===== src/rtl/data_bus_interconnect.sv =====
// Data-bus interconnect: decodes the core's data-port address onto one of NUM_SLV
// slaves, waits for that slave's ready strobe and returns data or an error response.
module data_bus_interconnect #(
    parameter int ADDR_W  = 32,
    parameter int DATA_W  = 32,
    parameter int NUM_SLV = 4,
    parameter int DEC_HI  = 31,
    parameter int DEC_LO  = 20,
    parameter logic [NUM_SLV*(DEC_HI-DEC_LO+1)-1:0] SLV_BASE =
        {12'hFFF, 12'h002, 12'h001, 12'h000},
    parameter int TIMEOUT = 16,
    parameter logic [DATA_W-1:0] ERR_DATA = 32'hDEADBEEF
) (
    input  logic                      clk,
    input  logic                      reset,
    input  logic                      m_req,
    input  logic                      m_we,
    input  logic [ADDR_W-1:0]         m_addr,
    input  logic [DATA_W-1:0]         m_wdata,
    output logic [DATA_W-1:0]         m_rdata,
    output logic                      m_ready,
    output logic                      m_err,
    output logic                      m_busy,
    output logic [NUM_SLV-1:0]        s_cs,
    output logic                      s_we,
    output logic [ADDR_W-1:0]         s_addr,
    output logic [DATA_W-1:0]         s_wdata,
    input  logic [NUM_SLV*DATA_W-1:0] s_rdata,
    input  logic [NUM_SLV-1:0]        s_ready,
    output logic [7:0]                err_cnt
);

    localparam int FW    = DEC_HI - DEC_LO + 1;
    localparam int CNT_W = $clog2(TIMEOUT);
    localparam logic [CNT_W-1:0] TMO_LAST = CNT_W'(TIMEOUT - 1);

    typedef enum logic [1:0] {IDLE, ACCESS, RESP} state_e;

    state_e              state_q, state_d;
    logic [NUM_SLV-1:0]  s_cs_q, s_cs_d;
    logic                s_we_q, s_we_d;
    logic [ADDR_W-1:0]   s_addr_q, s_addr_d;
    logic [DATA_W-1:0]   s_wdata_q, s_wdata_d;
    logic [DATA_W-1:0]   m_rdata_q, m_rdata_d;
    logic                pend_err_q, pend_err_d;
    logic [CNT_W-1:0]    tmo_q, tmo_d;
    logic [7:0]          err_cnt_q, err_cnt_d;

    logic                hit;
    logic [NUM_SLV-1:0]  hit_oh;
    logic                ready_sel;
    logic [DATA_W-1:0]   rdata_sel;

    // Walk downwards so the lowest matching index is the one left standing.
    always_comb begin
        hit    = 1'b0;
        hit_oh = '0;
        for (int i = NUM_SLV - 1; i >= 0; i--) begin
            if (m_addr[DEC_HI:DEC_LO] == SLV_BASE[i*FW +: FW]) begin
                hit       = 1'b1;
                hit_oh    = '0;
                hit_oh[i] = 1'b1;
            end
        end
    end

    // s_cs_q is one-hot, so masking with it selects the active slave's ready and data.
    always_comb begin
        ready_sel = |(s_ready & s_cs_q);
        rdata_sel = '0;
        for (int i = 0; i < NUM_SLV; i++) begin
            if (s_cs_q[i]) begin
                rdata_sel = rdata_sel | s_rdata[i*DATA_W +: DATA_W];
            end
        end
    end

    always_comb begin
        // NOTE: every _d starts as its _q so no path through the case infers a latch.
        state_d    = state_q;
        s_cs_d     = s_cs_q;
        s_we_d     = s_we_q;
        s_addr_d   = s_addr_q;
        s_wdata_d  = s_wdata_q;
        m_rdata_d  = m_rdata_q;
        pend_err_d = pend_err_q;
        tmo_d      = tmo_q;
        err_cnt_d  = err_cnt_q;

        case (state_q)
            IDLE: begin
                if (m_req) begin
                    s_addr_d  = m_addr;
                    s_wdata_d = m_wdata;
                    tmo_d     = '0;
                    if (hit) begin
                        s_cs_d     = hit_oh;
                        s_we_d     = m_we;
                        pend_err_d = 1'b0;
                        state_d    = ACCESS;
                    end else begin
                        s_cs_d     = '0;
                        s_we_d     = 1'b0;
                        pend_err_d = 1'b1;
                        if (!m_we) begin
                            m_rdata_d = ERR_DATA;
                        end
                        state_d    = RESP;
                    end
                end
            end

            ACCESS: begin
                if (ready_sel) begin
                    if (!s_we_q) begin
                        m_rdata_d = rdata_sel;
                    end
                    s_cs_d     = '0;
                    s_we_d     = 1'b0;
                    pend_err_d = 1'b0;
                    state_d    = RESP;
                end else if (tmo_q == TMO_LAST) begin
                    // Slave has been selected for TIMEOUT cycles without answering.
                    s_cs_d     = '0;
                    s_we_d     = 1'b0;
                    m_rdata_d  = ERR_DATA;
                    pend_err_d = 1'b1;
                    state_d    = RESP;
                end else begin
                    tmo_d = tmo_q + 1'b1;
                end
            end

            RESP: begin
                if (pend_err_q && (err_cnt_q != 8'hFF)) begin
                    err_cnt_d = err_cnt_q + 8'd1;
                end
                state_d = IDLE;
            end

            default: state_d = IDLE;
        endcase
    end

    // NOTE: state flops use non-blocking assignments so every flop samples pre-edge values.
    always_ff @(posedge clk or posedge reset) begin
        if (reset) begin
            state_q    <= IDLE;
            s_cs_q     <= '0;
            s_we_q     <= 1'b0;
            s_addr_q   <= '0;
            s_wdata_q  <= '0;
            m_rdata_q  <= '0;
            pend_err_q <= 1'b0;
            tmo_q      <= '0;
            err_cnt_q  <= '0;
        end else begin
            state_q    <= state_d;
            s_cs_q     <= s_cs_d;
            s_we_q     <= s_we_d;
            s_addr_q   <= s_addr_d;
            s_wdata_q  <= s_wdata_d;
            m_rdata_q  <= m_rdata_d;
            pend_err_q <= pend_err_d;
            tmo_q      <= tmo_d;
            err_cnt_q  <= err_cnt_d;
        end
    end

    assign m_rdata = m_rdata_q;
    assign m_ready = (state_q == RESP);
    assign m_err   = (state_q == RESP) && pend_err_q;
    assign m_busy  = (state_q != IDLE);
    assign s_cs    = s_cs_q;
    assign s_we    = s_we_q;
    assign s_addr  = s_addr_q;
    assign s_wdata = s_wdata_q;
    assign err_cnt = err_cnt_q;

endmodule


===== config.mk =====
export PLATFORM = sky130hd
export DESIGN_NAME = data_bus_interconnect
export DESIGN_NICKNAME = d
export VERILOG_FILES = /design/src/rtl/data_bus_interconnect.sv
export SDC_FILE = /design/constraint.sdc
export NUM_CORES = 1
export LEC_CHECK = 0
export CAP_MARGIN = 40
export CELL_PAD_IN_SITES_DETAIL_PLACEMENT = 1
export CELL_PAD_IN_SITES_GLOBAL_PLACEMENT = 2
export CORE_AREA = 4 4 158 160
export CTS_CLUSTER_SIZE = 20
export DETAILED_ROUTE_END_ITERATION = 8
export DIE_AREA = 0 0 162 164
export GPL_TIMING_DRIVEN = 1
export PLACE_DENSITY = 0.93
export SLEW_MARGIN = 20
export SYNTH_ARGS = -nofsm -noshare
export SYNTH_HDL_FRONTEND = slang
export SYNTH_SLANG_ARGS = --single-unit

===== constraint.sdc =====
create_clock -name clk -period 6.8 [get_ports clk]
set_clock_uncertainty 0.05 [all_clocks]
set_input_delay 1.36 -clock clk [delete_from_list [all_inputs] [get_ports clk]]
set_output_delay 1.36 -clock clk [all_outputs]
set_load 0.02 [all_outputs]

==> out/results.ini, run 1 <==
[status]
status=complete, no violations

[timing]
fmax_mhz=273
layout_setup_ws_ps=3130
fin_tns_setup_ps=0
slew_headroom_pct=48.0
post-route-period-util_pct=53.9
worst_slew_pin_slew_ps=780
hold_violations=0
drv_slew=0
min_period_ps=3670
finalSetupViolations=0
rsz0062_at_grt=no

[placement]
place_hpwl_um=16400
io_buffers=311
pre_cts_ws_ps=2710
place_inst=1159
place_congestion=0.715

[finish]
drive_gt1_share_pct=9.06
instances_no_fill=1191
syn2layout_area_growth_pct=76.1
final_nets=1062
fillers=2655
final_common_cell=clkdlybuf4s50_1
antenna_cells=0
final_cell_mix=clkdlybuf4s50_1, nand2_1, dfrtp_1, a22oi_1, nand3_1

[cts]
postCtsResizedCells=0
cts_tree=yes
postCtsSetupBuffers=0
cts_sinks=116
cts_root_buf=clkbuf_16
htree_levels=4
cts_buffers=17
clk_latency_ps=400
clkTransAtPathRegs_ps=50
clockBufferDepth=2
hold_buffers=0

[synth]
synth_cell_types=38
netlist_instances=557
synth.net_count=759
ys_ff_latch=116
synth_area_sq_mm=0.00536
ys_seq_area_share_pct=54.2
syn_avg_cell_area_sq_um=9.62
synth_warnings=0

[grt]
antenna_found_initial=0
groute.usage.overall_pct=15.8
grt_pass1_wl_um=32900
grt_max_degree=72
grt_pass1_vias=5885
globalRoute.totalOverflow=0

[drt]
drtPass1Iterations=4
via_per_inst=4.51
ant_nets=0
drt_wl_total_um=21500
wl_per_cell_um=18.0
drc_errors=0
via_count=5372
drtIter0Drc=136

[power]
ir_drop_mv=0.144
p_leak_nw=3.85
p_total_mw=2.25
power_density_mw_per_mm2=239

[setup_path]
crit_required_ps=7030
end_kind=register
startpoint_type=primary input
crit_type=primary input to register
worstPathArrival_ps=3900
critPathMaxFanout=24

[die]
die_h_um=164
fp.dieW_um=162
initial_utilization_pct=22.9
ios=312
num_rows=56
core-area_sq_mm=0.0234
dieArea_sq_mm=0.0266

[job]
max_cap_violations=0

[hold_path]
hp-class=register to register

registers in the layout, indices dropped and copies added, names as in the netlist:
| register | flops |
|---|---|
| m_rdata | 32 |
| s_addr | 32 |
| s_wdata | 32 |
| err_cnt | 8 |
| s_cs | 4 |
| tmo_q | 4 |
| state_q | 2 |
| pend_err_q | 1 |
| s_we | 1 |
synth_stat cells:
cell type,n,area (sq um)
a21oi_1,14,70.1
a22o_1,2,17.5
a22oi_1,66,495
a32o_1,2,20.0
and2_1,1,6.26
and3_1,3,18.8
and4_1,1,8.76
buf_1,2,7.51
buf_2,6,30.0
buf_4,1,7.51
buf_6,2,22.5
buf_8,1,15.0
clkbuf_1,25,93.8
dfrtp_1,116,2900
ha_1,2,25.0
inv_1,5,18.8
mux2_1,1,11.3
mux2_2,30,338
mux2_4,3,45.0
nand2_1,202,758
nand2b_1,1,6.26
nand3_1,31,155
nand4_1,5,31.3
nor2_1,8,30.0
nor2b_1,3,18.8
nor3b_1,1,7.51
nor4_1,1,6.26
nor4_4,1,21.3
o211ai_4,1,21.3
o21ai_0,6,30.0
o31ai_1,1,7.51
or2b_1,1,7.51
or3_1,2,12.5
or3b_2,1,8.76
or4_1,1,7.51
or4_4,1,11.3
xnor2_1,5,43.8
xor2_1,2,17.5
logic make-up after synthesis:
family | Yosys count | synth area share [%]
AND/OR/NAND/NOR | 264 | 20.8
flip-flops | 116 | 54.2
AO/OA/AOI/OAI | 92 | 12.4
buffers and inverters | 42 | 3.64
multiplexers | 34 | 7.36
XOR/XNOR | 7 | 1.14
adder cells (fa/ha/maj) | 2 | 0.467
worst max-delay path: stages:
cell and delay, ps:
clkdlybuf4s50_1 500, or4_1 620, nor4_4 250, nand2_1 150, o211ai_4 410, buf_16 230, mux2_2 350
where the power goes:
group / total, mW / internal, mW / switching, mW
sequential: 0.811 / 0.759 / 0.0518
clock: 0.951 / 0.639 / 0.312
combinational: 0.489 / 0.261 / 0.228
through the flow:
step / area (sq um) / hold slack, ps / util [%]
floorplan: 5360 / 438 / -
global placement: 8760 / 406 / 37.4
detailed placement: 8790 / 412 / 37.5
finish: 9430 / 420 / 40.3
global route: 9430 / 445 / 40.3
CTS: 9410 / 425 / 40.2
worst paths after layout:
check	endpoint	startpoint	cells past startpoint	slack, ps
max in group asynchronous	tmo_q[3]	reset	3	4430
worst max-delay path	m_rdata[0]	m_addr[22]	7	3130
worst max register to register	m_rdata[0]	s_cs[2]	7	4250
worst min-delay path	s_wdata[16]	s_wdata[16]	2	420
min in group asynchronous	s_addr[7]	reset	2	1240
worst min register to register	s_wdata[16]	s_wdata[16]	2	420
routing by layer:
layer / part of all wire (%) / track usage [%] / up-vias
met4: 2.3 / 5.57 / 0
met5: 0 / 0 / -
li1: - / - / 2517
met2: 49 / 27.7 / 217
met1: 39 / 17.3 / 2611
met3: 9.8 / 6.68 / 27
layout make-up:
class                   instances  area, sq um  area share (%)
multi-input cells             399         2260            24.0
clock inverters                 9          151            1.60
flip-flops and latches        116         2900            30.8
well taps                     319          399            4.23
repair buffers                321         3220            34.1
clock buffers                  22          474            5.03
inverters                       5         21.3           0.225
No activity file was read; power rests on OpenSTA's default activity.
==> inputs of run 2 (changes only) <==
Settings changed: CORE_AREA 4 4 158 160 to 4 4 173 175, DIE_AREA 0 0 162 164 to 0 0 177 179, PLACE_DENSITY 0.93 to 0.84.
Clock period 6.8 ns to 3.3 ns, I/O delays scaled along.
==> out/results.ini, run 2 (same netlist as run 1, synthesis figures left out) <==
[power]
ir_drop_mv=0.261  ; +81%
power_density_mw_per_mm2=489  ; +100%
p_leak_nw=3.89  ; +0.99%

[timing]
rsz0062_at_grt=no
fin_tns_setup_ps=0  ; unchanged
fmax_mhz=376
min_period_ps=2660
drv_slew=0  ; unchanged
finalSetupViolations=0  ; unchanged
post-route-period-util_pct=80.5
hold_violations=0  ; unchanged
whs_ps=422  ; +2.34 ps
worst_slew_pin_slew_ps=602  ; -178 ps
slew_headroom_pct=59.9  ; +12 points

[cts]
cts_sinks=116  ; unchanged
clockBufferDepth=2  ; unchanged
cts_tree=yes
hold_buffers=0  ; unchanged
postCtsResizedCells=0  ; unchanged
clk_latency_ps=400  ; about the same
clkTransAtPathRegs_ps=50  ; about the same
postCtsSetupBuffers=0  ; unchanged
cts_root_buf=clkbuf_16
cts_buffers=17  ; unchanged
htree_levels=4  ; unchanged

[drt]
ant_nets=0  ; unchanged
dr_wl_met2_um=10900  ; +3.4%
via_count=5366  ; -0.11%
top_layer_used=met5
wl_per_cell_um=18.2  ; +0.74%
dr_wl_met3_um=2530  ; +20%
drc_errors=0  ; unchanged
wl_met1_um=9200  ; +10%
drt_wl_total_um=23000  ; +7.1%
via_per_inst=4.24  ; -6.0%
drtIter0Drc=194  ; +43%
drtPass1Iterations=4  ; unchanged

[placement]
io_buffers=311  ; unchanged
place_inst=1233  ; +6.4%
place_congestion=0.720  ; +0.73%
place_hpwl_um=17200  ; +5.0%

[grt]
grt_pass1_vias=5899  ; +0.24%
grt_pass1_wl_um=34800  ; +5.7%
grt_max_degree=72  ; unchanged
antenna_found_initial=2  ; +2
globalRoute.totalOverflow=0  ; unchanged
groute.usage.overall_pct=14.2  ; -1.7 points

[job]
max_cap_violations=0  ; unchanged

[setup_path]
regToRegStartpoint=s_cs[3]
crit_type=primary input to register
worstSetupStartpoint=m_addr[27]
critPathMaxFanout=32  ; +33%
worstPathCellList=clkdlybuf4s50_1, or4_4, nor4_4, nand2_1, o211ai_4, buf_12, mux2_2
worstPathArrival_ps=2900  ; -1000 ps
end_kind=register
slowest_stage=or4_4
cpPeakStageDelay_ps=560  ; -60 ps
reg2reg_depth=6  ; -1
startpoint_type=primary input
crit_required_ps=3540  ; -3490 ps

[finish]
instances_no_fill=1266  ; +6.3%
final_cell_mix=clkdlybuf4s50_1, nand2_1, dfrtp_1, a22oi_1, nand3_1
seq_area_sq_mm=0.00290  ; unchanged
multi_input_area_sq_mm=0.00226  ; unchanged
fillers=3260  ; +23%
syn2layout_area_growth_pct=79.0
final_common_cell=clkdlybuf4s50_1
antenna_cells=0  ; unchanged
drive_gt1_share_pct=9.98  ; +0.92 points
final_nets=1071  ; +0.85%

[die]
die_h_um=179  ; +9.1%
fp.dieW_um=177  ; +9.3%
dieArea_sq_mm=0.0317  ; +19%
ios=312  ; unchanged
num_rows=62  ; +11%
core-area_sq_mm=0.0285  ; +22%
initial_utilization_pct=18.8  ; -4.1 points

[hold_path]
hp-start=s_wdata[4]
hold_depth=2  ; unchanged
hp-class=register to register

[status]
status=complete, no violations

[run 2: final timing paths]
check | slack (ps) | to
max | 640 | m_rdata[2]
min | 420 | s_wdata[4]
max reg2reg | 960 | m_rdata[2]
min reg2reg | 420 | s_wdata[4]
max in group asynchronous | 1980 | s_addr[17]
min in group asynchronous | 430 | m_rdata[22]
[run 2: where the power goes]
part / internal, mW / total, mW / switching (mW)
Sequential: 1.56 / 1.67 / 0.109
Combinational: 0.547 / 1.02 / 0.470
Clock: 1.32 / 2.00 / 0.675
Total: 3.43 / 4.69 / 1.25
[run 2: per-stage QoR]
step	utilization, %	instance area [sq um]	setup WS, ps	total power, mW
final	33.7	9590	643	4.69
after global placement	31.4	8940	226	2.70
after CTS	33.6	9570	630	4.79
after global routing	33.7	9590	552	4.96
after floorplan	-	5360	804	2.07
after detailed placement	31.4	8940	205	2.73
[run 2: worst max-delay path, delay by kind of cell]
family	cells	cell delay, ps
muxes	1	360
buffers and inverters	2	700
AOI/OAI and AO/OA	1	190
and+or+nand+nor	3	950
[run 2: cell type report]
| type | instances | area share (%) |
|---|---|---|
| clock inverters | 9 | 1.57 |
| well taps | 384 | 5.01 |
| clock buffers | 23 | 4.98 |
| repair buffers | 330 | 34.3 |
| inverters | 5 | 0.235 |
| flip-flops and latches | 116 | 30.3 |
| multi-input cells | 399 | 23.6 |
[run 2: per-layer routing]
| metal | track usage, % | vias up |
|---|---|---|
| met3 | 6.66 | 26 |
| met1 | 16.6 | 2573 |
| li1 | - | 2540 |
| met2 | 23.3 | 223 |
| met5 | 0 | - |
| met4 | 4.03 | 4 |
==> inputs of run 3 (changes only) <==
Settings changed: CORE_AREA 4 4 173 175 to 4 4 165 167, DIE_AREA 0 0 177 179 to 0 0 169 171, PLACE_DENSITY 0.84 to 0.87.
Clock period 3.3 ns to 2.51 ns, I/O delays scaled along.
==> out/results.ini, run 3 (same netlist as run 1, synthesis figures left out) <==
[die]
die_h_um=171  ; -4.5%
fp.dieW_um=169  ; -4.5%
dieArea_sq_mm=0.0289  ; -8.8%
initial_utilization_pct=20.8  ; +2.0 points
ios=312  ; unchanged
num_rows=59  ; -4.8%
core-area_sq_mm=0.0258  ; -9.5%

[finish]
final_common_cell=clkdlybuf4s50_1
final_cell_area_sq_mm=0.00969  ; +1.0%
drive_gt1_share_pct=12.3  ; +2.4 points
final_cell_mix=clkdlybuf4s50_1, nand2_1, dfrtp_1, a22oi_1, nand3_1
final_nets=1090  ; +1.8%
syn2layout_area_growth_pct=80.9

[grt]
top_usage_layer=met2
grtUsageMet1_pct=17.6  ; +1.0 points
grt_pass1_vias=6032  ; +2.3%
met2_usage_pct=25.6  ; +2.2 points
globalRouteMet3Util_pct=5.80  ; -0.86 points
grt_pass1_wl_um=34100  ; -1.9%
globalRoute.totalOverflow=0  ; unchanged
grt_max_degree=66  ; -8.3%
groute.usage.overall_pct=15.0  ; +0.81 points
antenna_found_initial=1  ; -1

[timing]
rsz0062_at_grt=no
min_period_ps=2430
slew_headroom_pct=60.9  ; +0.99 points
post-route-period-util_pct=96.6
drv_slew=0  ; unchanged
finalSetupViolations=0  ; unchanged
worst_slew_pin_slew_ps=587  ; -14.9 ps
fin_tns_setup_ps=0  ; unchanged
whs_ps=397  ; -24.7 ps
hold_violations=0  ; unchanged
fmax_mhz=412

[cts]
hold_buffers=0  ; unchanged
postCtsSetupBuffers=0  ; unchanged
clkTransAtPathRegs_ps=60  ; about the same
cts_buffers=17  ; unchanged
clk_latency_ps=410  ; about the same
cts_root_buf=clkbuf_16
cts_sinks=116  ; unchanged
clockBufferDepth=2  ; unchanged
cts_tree=yes
htree_levels=4  ; unchanged

[setup_path]
crit_type=register to output port
worstPathArrival_ps=1870  ; -1030 ps
reg2reg_slack_ps=380  ; -580 ps
worstSetupStartpoint=s_cs[0]
startpoint_type=register
reg2reg_depth=6  ; unchanged
critPathMaxFanout=34  ; +6.3%
regToRegStartpoint=state_q[1]
crit_required_ps=1960  ; -1580 ps
timing.rr.end=m_rdata[15]
crit_path_end=s_cs[0]
end_kind=output port

[placement]
place_congestion=0.766  ; +6.5%
io_buffers=311  ; unchanged
place_hpwl_um=16900  ; -2.1%
dpl-instance-area_sq_mm=0.00903  ; +1.0%

[power]
p_sw_mw=1.65  ; +31%
p_seq_share_pct=37.4  ; +1.7 points
intPower_mw=4.24  ; +24%
p_clk_share_pct=39.4  ; -3.2 points
ir_drop_mv=0.393  ; +50%
combPwrFrac_pct=23.2  ; +1.5 points
swShare_pct=28.0  ; +1.2 points
power_density_mw_per_mm2=607  ; +24%
p_leak_nw=4.04  ; +4.0%

[drt]
drtIter0Drc=155  ; -20%
drc_errors=0  ; unchanged
drtPass1Iterations=4  ; unchanged
via_count=5454  ; +1.6%
ant_nets=0  ; unchanged
drt_wl_total_um=22700  ; -1.3%
wl_per_cell_um=18.4  ; +1.2%
via_per_inst=4.42  ; +4.2%

[hold_path]
hold_depth=4  ; +2
hp-class=primary input to register

[job]
max_cap_violations=0  ; unchanged

[status]
status=complete, no violations

## run 3: cell count changes in the layout (fill, tap and decap cells not counted), moves of 2 or more
cell and change:
bufinv_16 -3, clkdlybuf4s50_1 -8, buf_6 +2, dlymetal6s2s_1 +8, clkbuf_1 -3, clkbuf_16 +2, clkinvlp_4 +2, buf_4 +14
## run 3: power groups by stage
stage	logic, mW	clock network (mW)	registers (mW)
after floorplan	0.288	0	2.44
after global placement	1.36	0	2.22
after detailed placement	1.38	0	2.23
after CTS	1.38	2.42	2.20
after global routing	1.48	2.49	2.23
final	1.37	2.32	2.20
## run 3: layout make-up
| cell class | instances | area (sq um) |
|---|---|---|
| Timing Repair Buffer | 349 | 3510 |
| Fill cell | 2911 | 16100 |
| Tap cell | 335 | 419 |
| Antenna cell | 1 | 2.50 |
| Inverter | 5 | 22.5 |
| Sequential cell | 116 | 2900 |
| Multi-Input combinational cell | 399 | 2270 |
| Clock buffer | 21 | 480 |
| Clock inverter | 9 | 80.1 |
## run 3: per-layer routing
layer,vias up,wire [um]
li1,2575,-
met1,2639,9350
met2,223,10800
met5,-,0
met4,0,328
met3,17,2180
## run 3: worst min path at each step
stage / slack [ps] / from / to
finish: 400 / m_addr[24] / s_addr[24]
global route: 430 / m_addr[23] / s_addr[23]
CTS: 430 / s_addr[9] / s_addr[9]
detailed placement: 410 / s_wdata[17] / s_wdata[17]
global placement: 410 / s_wdata[5] / s_wdata[5]
floorplan: 440 / tmo_q[1] / tmo_q[1]
## run 3: worst max-delay path: stages, from the launching register on
cell and delay [ps]:
dfrtp_1 370, buf_4 380, clkdlybuf4s50_1 690
## run 3: per-stage QoR
step / util, % / setup WS (ps) / total power [mW] / cells
floorplan: - / 172 / 2.73 / 557
CTS: 37.2 / 21.9 / 6.00 / 1231
global route: 37.6 / 1.08 / 6.20 / 1235
global placement: 35.1 / -373 / 3.58 / 1201
detailed placement: 35.1 / -412 / 3.61 / 1201
finish: 37.6 / 84.2 / 5.89 / 1235
## run 3: timing repair
item                       CTS  global route
resized for setup            1            11
setup endpoints to repair    1            29
gates cloned                 0             3
hold endpoints to repair     0             0
pin swaps                    0             5
